<file path="src/rtl/mimosa_pkg.sv">
// Shared mimosa definitions: emotion codes, heartbeat levels and the level type.
package mimosa_pkg;

    localparam int unsigned EMO_W = 8;
    localparam int unsigned HB_W  = 2;

    typedef logic [HB_W-1:0] heartbeat_t;

    localparam logic [EMO_W-1:0] EMO_NEUTRAL  = 8'h00;
    localparam logic [EMO_W-1:0] EMO_CONTENT  = 8'h01;
    localparam logic [EMO_W-1:0] EMO_BORED    = 8'h02;
    localparam logic [EMO_W-1:0] EMO_HAPPY    = 8'h03;
    localparam logic [EMO_W-1:0] EMO_SAD      = 8'h04;
    localparam logic [EMO_W-1:0] EMO_EXCITED  = 8'h05;
    localparam logic [EMO_W-1:0] EMO_STRESSED = 8'h06;
    localparam logic [EMO_W-1:0] EMO_ANGRY    = 8'h07;
    localparam logic [EMO_W-1:0] EMO_AFRAID   = 8'h08;
    localparam logic [EMO_W-1:0] EMO_PANIC    = 8'h09;

    localparam heartbeat_t HB_SLOW   = 2'b00;
    localparam heartbeat_t HB_NORMAL = 2'b01;
    localparam heartbeat_t HB_FAST   = 2'b10;
    localparam heartbeat_t HB_RACING = 2'b11;

endpackage

</file>
<file path="src/rtl/heartbeat_model_core_if.sv">
// Emotion/sleep inputs and heartbeat level output of the heartbeat model.
interface heartbeat_model_core_if;
    import mimosa_pkg::*;

    logic [EMO_W-1:0] emotion;
    logic             sleeping;
    heartbeat_t       heartbeat;

    modport master (output emotion, output sleeping, input heartbeat);
    modport slave  (input emotion, input sleeping, output heartbeat);

endinterface

</file>
<file path="src/rtl/heartbeat_target_map.sv">
// Combinational map from emotion code and sleep flag to the target heartbeat level.
module heartbeat_target_map
    import mimosa_pkg::*;
(
    input  logic [EMO_W-1:0] emotion,
    input  logic             sleeping,
    output heartbeat_t       target
);

    // Sleep overrides any emotion; unknown codes fall back to NORMAL.
    always_comb begin
        target = HB_NORMAL;
        if (sleeping) begin
            target = HB_SLOW;
        end else begin
            unique case (emotion)
                EMO_NEUTRAL:  target = HB_NORMAL;
                EMO_CONTENT:  target = HB_SLOW;
                EMO_BORED:    target = HB_SLOW;
                EMO_HAPPY:    target = HB_NORMAL;
                EMO_SAD:      target = HB_NORMAL;
                EMO_EXCITED:  target = HB_FAST;
                EMO_STRESSED: target = HB_FAST;
                EMO_ANGRY:    target = HB_RACING;
                EMO_AFRAID:   target = HB_RACING;
                EMO_PANIC:    target = HB_RACING;
                default:      target = HB_NORMAL;
            endcase
        end
    end

endmodule

</file>
<file path="src/rtl/heartbeat_model_core.sv">
// Heartbeat slew model: moves the registered level one step toward the target
// every STEP_CYCLES cycles of sustained mismatch.
module heartbeat_model_core
    import mimosa_pkg::*;
#(
    parameter int unsigned STEP_CYCLES = 4
) (
    input  logic                  clk,
    input  logic                  rst,
    heartbeat_model_core_if.slave bus
);

    localparam int unsigned CNT_RAW = $clog2(STEP_CYCLES + 1);
    localparam int unsigned CNT_W   = (CNT_RAW < 1) ? 1 : CNT_RAW;
    localparam logic [CNT_W-1:0] CNT_LAST = CNT_W'(STEP_CYCLES - 1);

    heartbeat_t       target;
    heartbeat_t       hb_q;
    heartbeat_t       hb_d;
    logic [CNT_W-1:0] cnt_q;
    logic [CNT_W-1:0] cnt_d;

    heartbeat_target_map u_map (
        .emotion  (bus.emotion),
        .sleeping (bus.sleeping),
        .target   (target)
    );

    // State register; reset aborts any ramp in progress.
    always_ff @(posedge clk) begin
        if (rst) begin
            hb_q  <= HB_NORMAL;
            cnt_q <= '0;
        end else begin
            hb_q  <= hb_d;
            cnt_q <= cnt_d;
        end
    end

    // Counter survives target changes; direction follows the current target.
    always_comb begin
        hb_d  = hb_q;
        cnt_d = '0;
        if (hb_q != target) begin
            if (cnt_q == CNT_LAST) begin
                hb_d = (target > hb_q) ? hb_q + HB_W'(1) : hb_q - HB_W'(1);
            end else begin
                cnt_d = cnt_q + CNT_W'(1);
            end
        end
    end

    assign bus.heartbeat = hb_q;

endmodule

</file>
<file path="src/flat_wrapper.sv">
// flat-port wrapper written by rule: the top's interface ports become plain ports
module heartbeat_model_core_flat import mimosa_pkg::*;
#(
    parameter int unsigned STEP_CYCLES = 4
)
  (clk, rst, bus_emotion, bus_sleeping, bus_heartbeat);
  heartbeat_model_core_if bus_i ();
  input  logic clk;
  input  logic rst;
  input wire logic [$bits(bus_i.emotion)-1:0] bus_emotion;
  input wire logic [$bits(bus_i.sleeping)-1:0] bus_sleeping;
  output wire logic [$bits(bus_i.heartbeat)-1:0] bus_heartbeat;
  assign bus_i.emotion = bus_emotion;
  assign bus_i.sleeping = bus_sleeping;
  assign bus_heartbeat = bus_i.heartbeat;
  heartbeat_model_core #(.STEP_CYCLES(STEP_CYCLES)) u_core (.clk(clk), .rst(rst), .bus(bus_i));
endmodule
</file>
<file path="config.mk">
export PLATFORM = sky130hd
export DESIGN_NAME = heartbeat_model_core_flat
export DESIGN_NICKNAME = d
export VERILOG_FILES = /design/src/rtl/mimosa_pkg.sv /design/src/rtl/heartbeat_model_core_if.sv /design/src/rtl/heartbeat_target_map.sv /design/src/rtl/heartbeat_model_core.sv /design/src/flat_wrapper.sv
export SDC_FILE = /design/constraint.sdc
export NUM_CORES = 1
export LEC_CHECK = 0
export BUFFER_PORTS_ARGS = -buffer_cell sky130_fd_sc_hd__buf_2
export CAP_MARGIN = 30
export CORE_AREA = 2 2 39 41
export DETAILED_ROUTE_END_ITERATION = 12
export DIE_AREA = 0 0 41 43
export GPL_ROUTABILITY_DRIVEN = 0
export GPL_TIMING_DRIVEN = 0
export PLACE_DENSITY_LB_ADDON = 0.08
export SLEW_MARGIN = 30
export SYNTH_ARGS = -nofsm -noshare
export SYNTH_HDL_FRONTEND = slang
export SYNTH_SLANG_ARGS = --single-unit
</file>
<file path="constraint.sdc">
create_clock -name clk -period 2.7 [get_ports clk]
set_clock_uncertainty 0.1 [all_clocks]
set_input_delay 0.135 -clock clk [delete_from_list [all_inputs] [get_ports clk]]
set_output_delay 0.135 -clock clk [all_outputs]
set_load 0.005 [all_outputs]
</file>
==> metrics.yaml, run 1 <==
clock_power_share_pct: 45.6
crit_slowest_cell: "or4_1"
grt_overflow: 0
r2r_end: "u_core.bus.heartbeat[1]$_SDFFE_PP0P_"
tightest_slew_ps: 190
cp_num_buf_inv: 1
most-common-layout-cells: "buf_2, inv_1, nor2_1, ha_1, dfxtp_1"
grt_pass1_vias: 251
power_frac_comb_pct: 12.4
multi_input_area_um2: 199
switchingPower_mw: 0.0391
cts.path.max_buffers: 2
yosys-top-cells-area: "dfxtp_1, ha_1, inv_1, nand2b_1, nor2_1"
min_delay_path_depth: 1
stdcell_count: 70
cts_buffers: 3
cts_resized: 0
slowest_delay_ps: 530
cp_max_fo: 3
drt_first_iter_violations: 0
min_period_over_period_pct: 75.4
nNetsFinal: 71
syn-num-nets: 53
syn_inst: 37
wl_per_cell_um: 8.10
insertedDiodeCount: 0
status: "finished, final reports clean"
post-place-cells: 65
start_util_pct: 23.2
viasPerCell: 4.34
critPathRequiredTime_ps: 2770
vias: 304
num_rows: 14
drc: 0
synth_top_area_cell: "dfxtp_1"
yosysWarnings: 0
fp.dieH_um: 43
drv_cap: 0
dp_slack_ps: 373
wl_um: 567
worst-path-stages: 8
final_antenna_net_count: 0
syn_area_per_cell_um2: 8.69
cts_tree: "built"
final_common_cell: "buf_2"
synth_top_area_share_pct: 31.1
die_w_um: 41
cts_root_buffer: "clkbuf_4"
area_growth_pct: 36.2
final-max-slew-violation-count: 0
ff2ff_path_depth: 6
dpl_cell_area_um2: 402
holdCritStartpoint: "u_core.cnt_q[0]$_SDFF_PP0_"
synth_cell_type_count: 17
core_area_mm2: 0.00138
synth-seq-cells: 5
numClockSinks: 5
drt-pass1-iter-count: 1
p_sw_share_pct: 21.2
fmax_mhz: 491
grt_pass1_wl_um: 862
die_area_mm2: 0.00176
powerDensity_mw_per_mm2: 421
rsz0062_at_grt: "false"
startpoint_type: "input pin"
yosysSeqAreaShare_pct: 31.1
grt_max_degree: 6
clk_latency_ps: 240
synth_area_um2: 322
maxSlewHeadroom_pct: 87.2
end_kind: "flip-flop"
timing.final.crit_period_ps: 2040
fillers: 156
worst_slack_ps: 663
finalSetupViolCount: 0
final_cell_area_um2: 438
worstPathArrival_ps: 2110
drive_gt1_share_pct: 33.3
pwr-share-seq_pct: 41.9
ir_drop_uv: 251
leakage_nw: 0.201
cp_top_family: "simple AND/OR/NAND/NOR gates"
ff_latch_area_um2: 100
p_int_mw: 0.145
path_class: "input pin to flip-flop"
r2r-start: "u_core.bus.heartbeat[1]$_SDFFE_PP0P_"
portBuffers: 12
finalSetupTns_ps: 0
hold_violations: 0
holdBufCountCts: 1
holdPathEnd: "u_core.cnt_q[0]$_SDFF_PP0_"
cts_setup_buffers: 0
cts.clk_slew.worst_paths_ps: 40
gr-usage-all-layers_pct: 7.73
io_pins: 13
path_cells: "buf_2 -> or4_1 -> nor3_1 -> ha_1 -> a21boi_2 -> a21bo_1 -> or3_1 -> a21oi_1"
antenna_found_initial: 0
finalCoreUtilization_pct: 31.6
rrSetupSlack_ps: 950
cts-htree-levels: 1
hold_path_class: "flip-flop to flip-flop"
==> logic make-up (layout without fill, tap and decap cells) <==
group,Yosys count,after routing,share of synthesized area (%)
simple gates,12,12,20.6
compound gates,8,8,19.1
buf+inv,6,23,7.00
fa+ha+maj,5,5,19.5
flops,5,5,31.1
xor+xnor,1,1,2.72
==> cell type report <==
class	count	area share [%]
multi-input combinational	26	45.4
sequential	5	22.9
timing repair buffer	13	16.0
clock buffer	4	6.00
inverter	6	5.14
tap	16	4.57
==> cell usage after synthesis <==
cell,count
o21bai_1,1
or4_1,1
dfxtp_1,5
o21ai_0,1
inv_1,6
a211o_2,1
nor2_1,5
a21boi_2,1
and2b_4,1
or3_1,1
a21oi_1,2
a21bo_1,1
xnor2_1,1
ha_1,5
nor3_1,1
nand2b_1,3
a22oi_1,1
==> worst max path at each step <==
stage                         from                                   end
floorplan           bus_emotion[5]  u_core.bus.heartbeat[1]$_SDFFE_PP0P_
global placement    bus_emotion[5]  u_core.bus.heartbeat[1]$_SDFFE_PP0P_
detailed placement  bus_emotion[5]  u_core.bus.heartbeat[1]$_SDFFE_PP0P_
CTS                 bus_emotion[5]  u_core.bus.heartbeat[1]$_SDFFE_PP0P_
global route        bus_emotion[5]  u_core.bus.heartbeat[1]$_SDFFE_PP0P_
finish              bus_emotion[5]  u_core.bus.heartbeat[1]$_SDFFE_PP0P_
==> metal layers <==
metal	track usage, %	up-vias	wire length, um
met5	0	-	0
met3	3.14	4	26
met4	8.00	0	17
li1	-	159	-
met1	5.79	137	215
met2	12.8	4	308
==> metrics by stage <==
stage                     hold slack, ps  power, mW
after floorplan                      104     0.0906
after global placement               226     0.0997
after CTS                            327      0.190
after detailed placement             234      0.101
after global routing                 340      0.198
final                                317      0.184
==> power by group through the flow <==
stage / logic, mW / registers [mW] / clock network (mW)
2_1_floorplan: 0.0122 / 0.0784 / 0
3_3_place_gp: 0.0212 / 0.0785 / 0
3_5_place_dp: 0.0222 / 0.0786 / 0
4_1_cts: 0.0235 / 0.0773 / 0.0888
5_1_grt: 0.0265 / 0.0774 / 0.0939
6_report: 0.0229 / 0.0773 / 0.0842
==> state kept, by name, indices dropped and copies added (netlist names) <==
signal	count
u_core.bus.heartbeat	2
u_core.cnt_q	3
==> worst reg2reg max path: stages (launching register included) <==
cell and delay [ps]:
dfxtp_1 340, inv_1 50, ha_1 340, a21boi_2 190, a21bo_1 220, or3_1 300
a21oi_1 140
Note: power is estimated with default switching activity, not from simulation.
==> inputs of run 2 (changes only) <==
==> constraint.sdc (replaced) <==
create_clock -name clk -period 1.7 [get_ports clk]
set_clock_uncertainty 0.1 [all_clocks]
set_input_delay 0.085 -clock clk [delete_from_list [all_inputs] [get_ports clk]]
set_output_delay 0.085 -clock clk [all_outputs]
set_load 0.005 [all_outputs]
==> metrics.yaml, run 2 (synthesized netlist as in run 1, its figures left out) <==
status: "finished, violations left"  # was finished, final reports clean
failed_checks: "setup timing"
die_w_um: 41  # unchanged
most-common-layout-cells: "buf_2, inv_1, nor2_1, ha_1, dfxtp_1"  # unchanged
wl_per_cell_um: 8.41  # was 8.10 um
wl_um: 614  # was 567 um
final_common_cell: "buf_2"  # unchanged
power_frac_comb_pct: 14.3  # was 12.4%
drive_gt1_share_pct: 43.9  # was 33.3%
worst_slack_ps: -162  # was 663 ps
hold_violations: 0  # unchanged
hold_path_class: "flip-flop to flip-flop"  # unchanged
antenna_found_initial: 0  # unchanged
finalCoreUtilization_pct: 35.0  # was 31.6%
slowest_delay_ps: 530  # about the same
grt_pass1_wl_um: 993  # was 862 um
cts-htree-levels: 1  # unchanged
critPathRequiredTime_ps: 1780  # was 2770 ps
num_rows: 14  # unchanged
die_area_mm2: 0.00176  # unchanged
maxSlewHeadroom_pct: 84.1  # was 87.2%
grt_overflow: 0  # unchanged
post-place-cells: 65  # unchanged
cts_tree: "built"  # unchanged
timing.final.crit_period_ps: 1860
clk_latency_ps: 240  # about the same
powerDensity_mw_per_mm2: 621  # was 421 mW/mm2
path_cells: "buf_6 -> or4_4 -> o21bai_1 -> ha_1 -> a21boi_2 -> a21bo_1 -> or3_4 -> a21oi_2"  # was buf_2 -> or4_1 -> nor3_1 -> ha_1 -> a21boi_2 -> a21bo_1 -> or3_1 -> a21oi_1
final-max-slew-violation-count: 0  # unchanged
start_util_pct: 23.2  # unchanged
stdcell_count: 73  # was 70
dp_slack_ps: -519  # was 373 ps
numClockSinks: 5  # unchanged
leakage_nw: 0.223  # was 0.201 nW
hpwl_um: 521
finalSetupTns_ps: -162  # was 0 ps
drc: 0  # unchanged
whs_ps: 322  # was 317 ps
p_int_mw: 0.235  # was 0.145 mW
crit_slowest_cell: "or4_4"  # was or4_1
cp_max_fo: 2  # was 3
tightest_slew_ps: 236  # was 190 ps
nNetsFinal: 74  # was 71
fp.dieH_um: 43  # unchanged
p_sw_share_pct: 21.7  # was 21.2%
cts_buffers: 3  # unchanged
grt_max_degree: 6  # unchanged
path_class: "input pin to flip-flop"  # unchanged
drv_cap: 0  # unchanged
cts.clk_slew.worst_paths_ps: 40  # about the same
end_kind: "flip-flop"  # unchanged
insertedDiodeCount: 0  # unchanged
viasPerCell: 4.22  # was 4.34
finalSetupViolCount: 1  # was 0
drt_first_iter_violations: 3  # was 0
dpl_cell_area_um2: 410  # was 402 um2
min_period_over_period_pct: 110
core_area_mm2: 0.00138  # unchanged
startpoint_type: "input pin"  # unchanged
cts_root_buffer: "clkbuf_4"  # unchanged
worstPathArrival_ps: 1940  # was 2110 ps
min_delay_path_depth: 1  # unchanged
gr-usage-all-layers_pct: 8.13  # was 7.73%
clock_power_share_pct: 44.8  # was 45.6%
io_pins: 13  # unchanged
cts.path.max_buffers: 2  # unchanged
final_antenna_net_count: 0  # unchanged
pwr-share-seq_pct: 40.9  # was 41.9%
p_total_mw: 0.300  # was 0.184 mW
largest_register_ffs: 3  # unchanged
rsz0062_at_grt: "true"  # was false
drt-pass1-iter-count: 2  # was 1
fmax_mhz: 537
max_flop_register: "u_core.cnt_q"  # unchanged
ir_drop_uv: 366  # was 251 uV
switchingPower_mw: 0.0651  # was 0.0391 mW
ff2ff_path_depth: 6  # unchanged
grt_pass1_vias: 292  # was 251
final_cell_area_um2: 484  # was 438 um2
portBuffers: 12  # unchanged
vias: 308  # was 304
area_growth_pct: 50.6  # was 36.2%
==> run 2: power by group through the flow <==
stage | Clock (mW) | Combinational [mW] | Sequential [mW]
finish | 0.135 | 0.0430 | 0.123
global route | 0.148 | 0.0486 | 0.123
CTS | 0.142 | 0.0431 | 0.123
detailed placement | 0 | 0.0369 | 0.125
global placement | 0 | 0.0353 | 0.125
floorplan | 0 | 0.0204 | 0.125
==> run 2: layout make-up <==
cell class	count	area, um2
flip-flops and latches	5	100
multi-input cells	26	216
fillers	156	900
well taps	16	20.0
inverters	6	22.5
clock buffers	4	26.3
repair buffers	16	98.8
==> run 2: routing by layer <==
| layer | up-vias | wire [um] | GRT usage, % |
|---|---|---|---|
| li1 | 163 | - | - |
| met1 | 143 | 254 | 9.32 |
| met2 | 2 | 338 | 12.5 |
| met3 | 0 | 20 | 1.57 |
| met4 | 0 | 0 | 6.00 |
| met5 | - | 0 | 0 |
==> run 2: critical path: cells and delay by family <==
family | cells | cell delay, ps
buffers and inverters | 1 | 90
AOI/OAI and AO/OA | 4 | 640
adders and majority gates | 1 | 270
and+or+nand+nor | 2 | 860
==> run 2: path summary, 6_finish.rpt <==
kind,startpoint,end,slack (ps)
max reg2reg,u_core.bus.heartbeat[1]$_SDFFE_PP0P_,u_core.bus.heartbeat[1]$_SDFFE_PP0P_,-20
min,u_core.cnt_q[0]$_SDFF_PP0_,u_core.cnt_q[0]$_SDFF_PP0_,320
min reg2reg,u_core.cnt_q[0]$_SDFF_PP0_,u_core.cnt_q[0]$_SDFF_PP0_,320
max,bus_emotion[5],u_core.bus.heartbeat[1]$_SDFFE_PP0P_,-160
==> run 2: timing repair <==
action / in CTS / in global routing
setup buffers: 3 / 0
endpoints found under the hold margin: 2 / 0
pin swaps: 5 / 0
hold buffers: 1 / 0
gates resized for setup: 1 / 2
setup endpoints to repair: 1 / 1
==> inputs of run 3 (changes only) <==
==> constraint.sdc (replaced) <==
create_clock -name clk -period 1.7 [get_ports clk]
set_clock_uncertainty 0.1 [all_clocks]
set_input_delay 0.51 -clock clk [delete_from_list [all_inputs] [get_ports clk]]
set_output_delay 0.51 -clock clk [all_outputs]
set_load 0.005 [all_outputs]
==> metrics.yaml, run 3 (synthesized netlist as in run 1, its figures left out) <==
status: "finished, violations left"  # unchanged
failed_checks: "setup timing"  # unchanged
final_common_cell: "buf_2"  # unchanged
die_w_um: 41  # unchanged
numClockSinks: 5  # unchanged
tightest_slew_ps: 222  # was 236 ps
maxSlewHeadroom_pct: 85.2  # was 84.1%
leakage_nw: 0.219  # was 0.223 nW
holdBufCountCts: 0  # was 1
cts-htree-levels: 1  # unchanged
hold_path_class: "flip-flop to flip-flop"  # unchanged
powerDensity_mw_per_mm2: 649  # was 621 mW/mm2
portBuffers: 12  # unchanged
final_antenna_net_count: 0  # unchanged
antenna_found_initial: 0  # unchanged
hold_violations: 0  # unchanged
cp_max_fo: 2  # unchanged
most-common-layout-cells: "buf_2, inv_1, ha_1, dfxtp_1, nor2_1"  # was buf_2, inv_1, nor2_1, ha_1, dfxtp_1
whs_ps: 315  # was 322 ps
die_area_mm2: 0.00176  # unchanged
cts_tree: "built"  # unchanged
crit_slowest_cell: "or4_4"  # unchanged
slowest_delay_ps: 530  # about the same
drt_first_iter_violations: 3  # unchanged
startpoint_type: "input pin"  # unchanged
wl_um: 588  # was 614 um
drt-pass1-iter-count: 2  # unchanged
nNetsFinal: 72  # was 74
finalCoreUtilization_pct: 33.8  # was 35.0%
fmax_mhz: 440  # was 537 MHz
hpwl_um: 478  # was 521 um
fp.dieH_um: 43  # unchanged
finalSetupViolCount: 5  # was 1
drive_gt1_share_pct: 43.6  # was 43.9%
num_rows: 14  # unchanged
finalSetupTns_ps: -1880  # was -162 ps
final-max-slew-violation-count: 0  # unchanged
largest_register_ffs: 3  # unchanged
clk_latency_ps: 240  # about the same
core_area_mm2: 0.00138  # unchanged
path_cells: "buf_6 -> or4_4 -> o21bai_1 -> ha_1 -> a21boi_2 -> a21bo_1 -> or3_1 -> a21oi_1"  # was buf_6 -> or4_4 -> o21bai_1 -> ha_1 -> a21boi_2 -> a21bo_1 -> or3_4 -> a21oi_2
grt_pass1_vias: 255  # was 292
gr-usage-all-layers_pct: 7.44  # was 8.13%
min_period_over_period_pct: 134  # was 110%
worst_slack_ps: -570  # was -162 ps
end_kind: "flip-flop"  # unchanged
insertedDiodeCount: 0  # unchanged
wl_per_cell_um: 8.28  # was 8.41 um
vias: 302  # was 308
cts_root_buffer: "clkbuf_4"  # unchanged
area_growth_pct: 45.5  # was 50.6%
cts_buffers: 3  # unchanged
drc: 0  # unchanged
cts.path.max_buffers: 2  # unchanged
grt_pass1_wl_um: 862  # was 993 um
grt_max_degree: 6  # unchanged
cts.clk_slew.worst_paths_ps: 40  # about the same
start_util_pct: 23.2  # unchanged
path_class: "input pin to flip-flop"  # unchanged
viasPerCell: 4.25  # was 4.22
max_flop_register: "u_core.cnt_q"  # unchanged
io_pins: 13  # unchanged
worstPathArrival_ps: 2350  # was 1940 ps
rsz0062_at_grt: "true"  # unchanged
drv_cap: 0  # unchanged
critPathRequiredTime_ps: 1780  # about the same
ir_drop_uv: 288  # was 366 uV
timing.final.crit_period_ps: 2270  # was 1860 ps
grt_overflow: 0  # unchanged
-- run 3: stage by stage --
stage	setup slack (ps)	cells	power [mW]	area, um2
after CTS	-561	70	0.308	458
after global routing	-663	71	0.320	468
final	-570	71	0.304	468
after detailed placement	-898	65	0.162	410
after global placement	-907	65	0.160	410
after floorplan	-711	37	0.145	330
-- run 3: area by class of cell --
type,instances,area [um2]
Tap cell,16,20.0
Sequential cell,5,100
Timing Repair Buffer,14,81.3
Fill cell,156,916
Clock buffer,4,26.3
Inverter,6,22.5
Multi-Input combinational cell,26,218
-- run 3: power by group --
part	internal, mW	switching, mW
registers	0.121	0.00183
logic	0.0242	0.0168
clock network	0.0889	0.0508
-- run 3: layer usage --
layer  routed length [um]  track usage, %
met4                    0            4.00
met3                   30            4.71
met5                    0               0
met2                  335            12.2
met1                  222            6.45
-- run 3: repair_timing --
action	4_1_cts	5_1_grt
setup endpoints to repair	5	5
resized for setup	2	1
pin swaps	6	1
setup buffers	1	2
-- run 3: final timing paths --
kind / start / end / slack [ps] / cells past startpoint
worst max-delay path: bus_emotion[5] / u_core.bus.heartbeat[1]$_SDFFE_PP0P_ / -570 / 8
worst min register to register: u_core.cnt_q[0]$_SDFF_PP0_ / u_core.cnt_q[0]$_SDFF_PP0_ / 320 / 1
worst min-delay path: u_core.cnt_q[0]$_SDFF_PP0_ / u_core.cnt_q[0]$_SDFF_PP0_ / 320 / 1
worst max register to register: u_core.bus.heartbeat[1]$_SDFFE_PP0P_ / u_core.bus.heartbeat[1]$_SDFFE_PP0P_ / 10 / 6
-- run 3: worst max-delay path, delay by kind of cell --
family	cells	cell delay [ps]
and+or+nand+nor	2	830
AOI/OAI and AO/OA	4	660
adders and majority gates	1	270
buffers and inverters	1	90
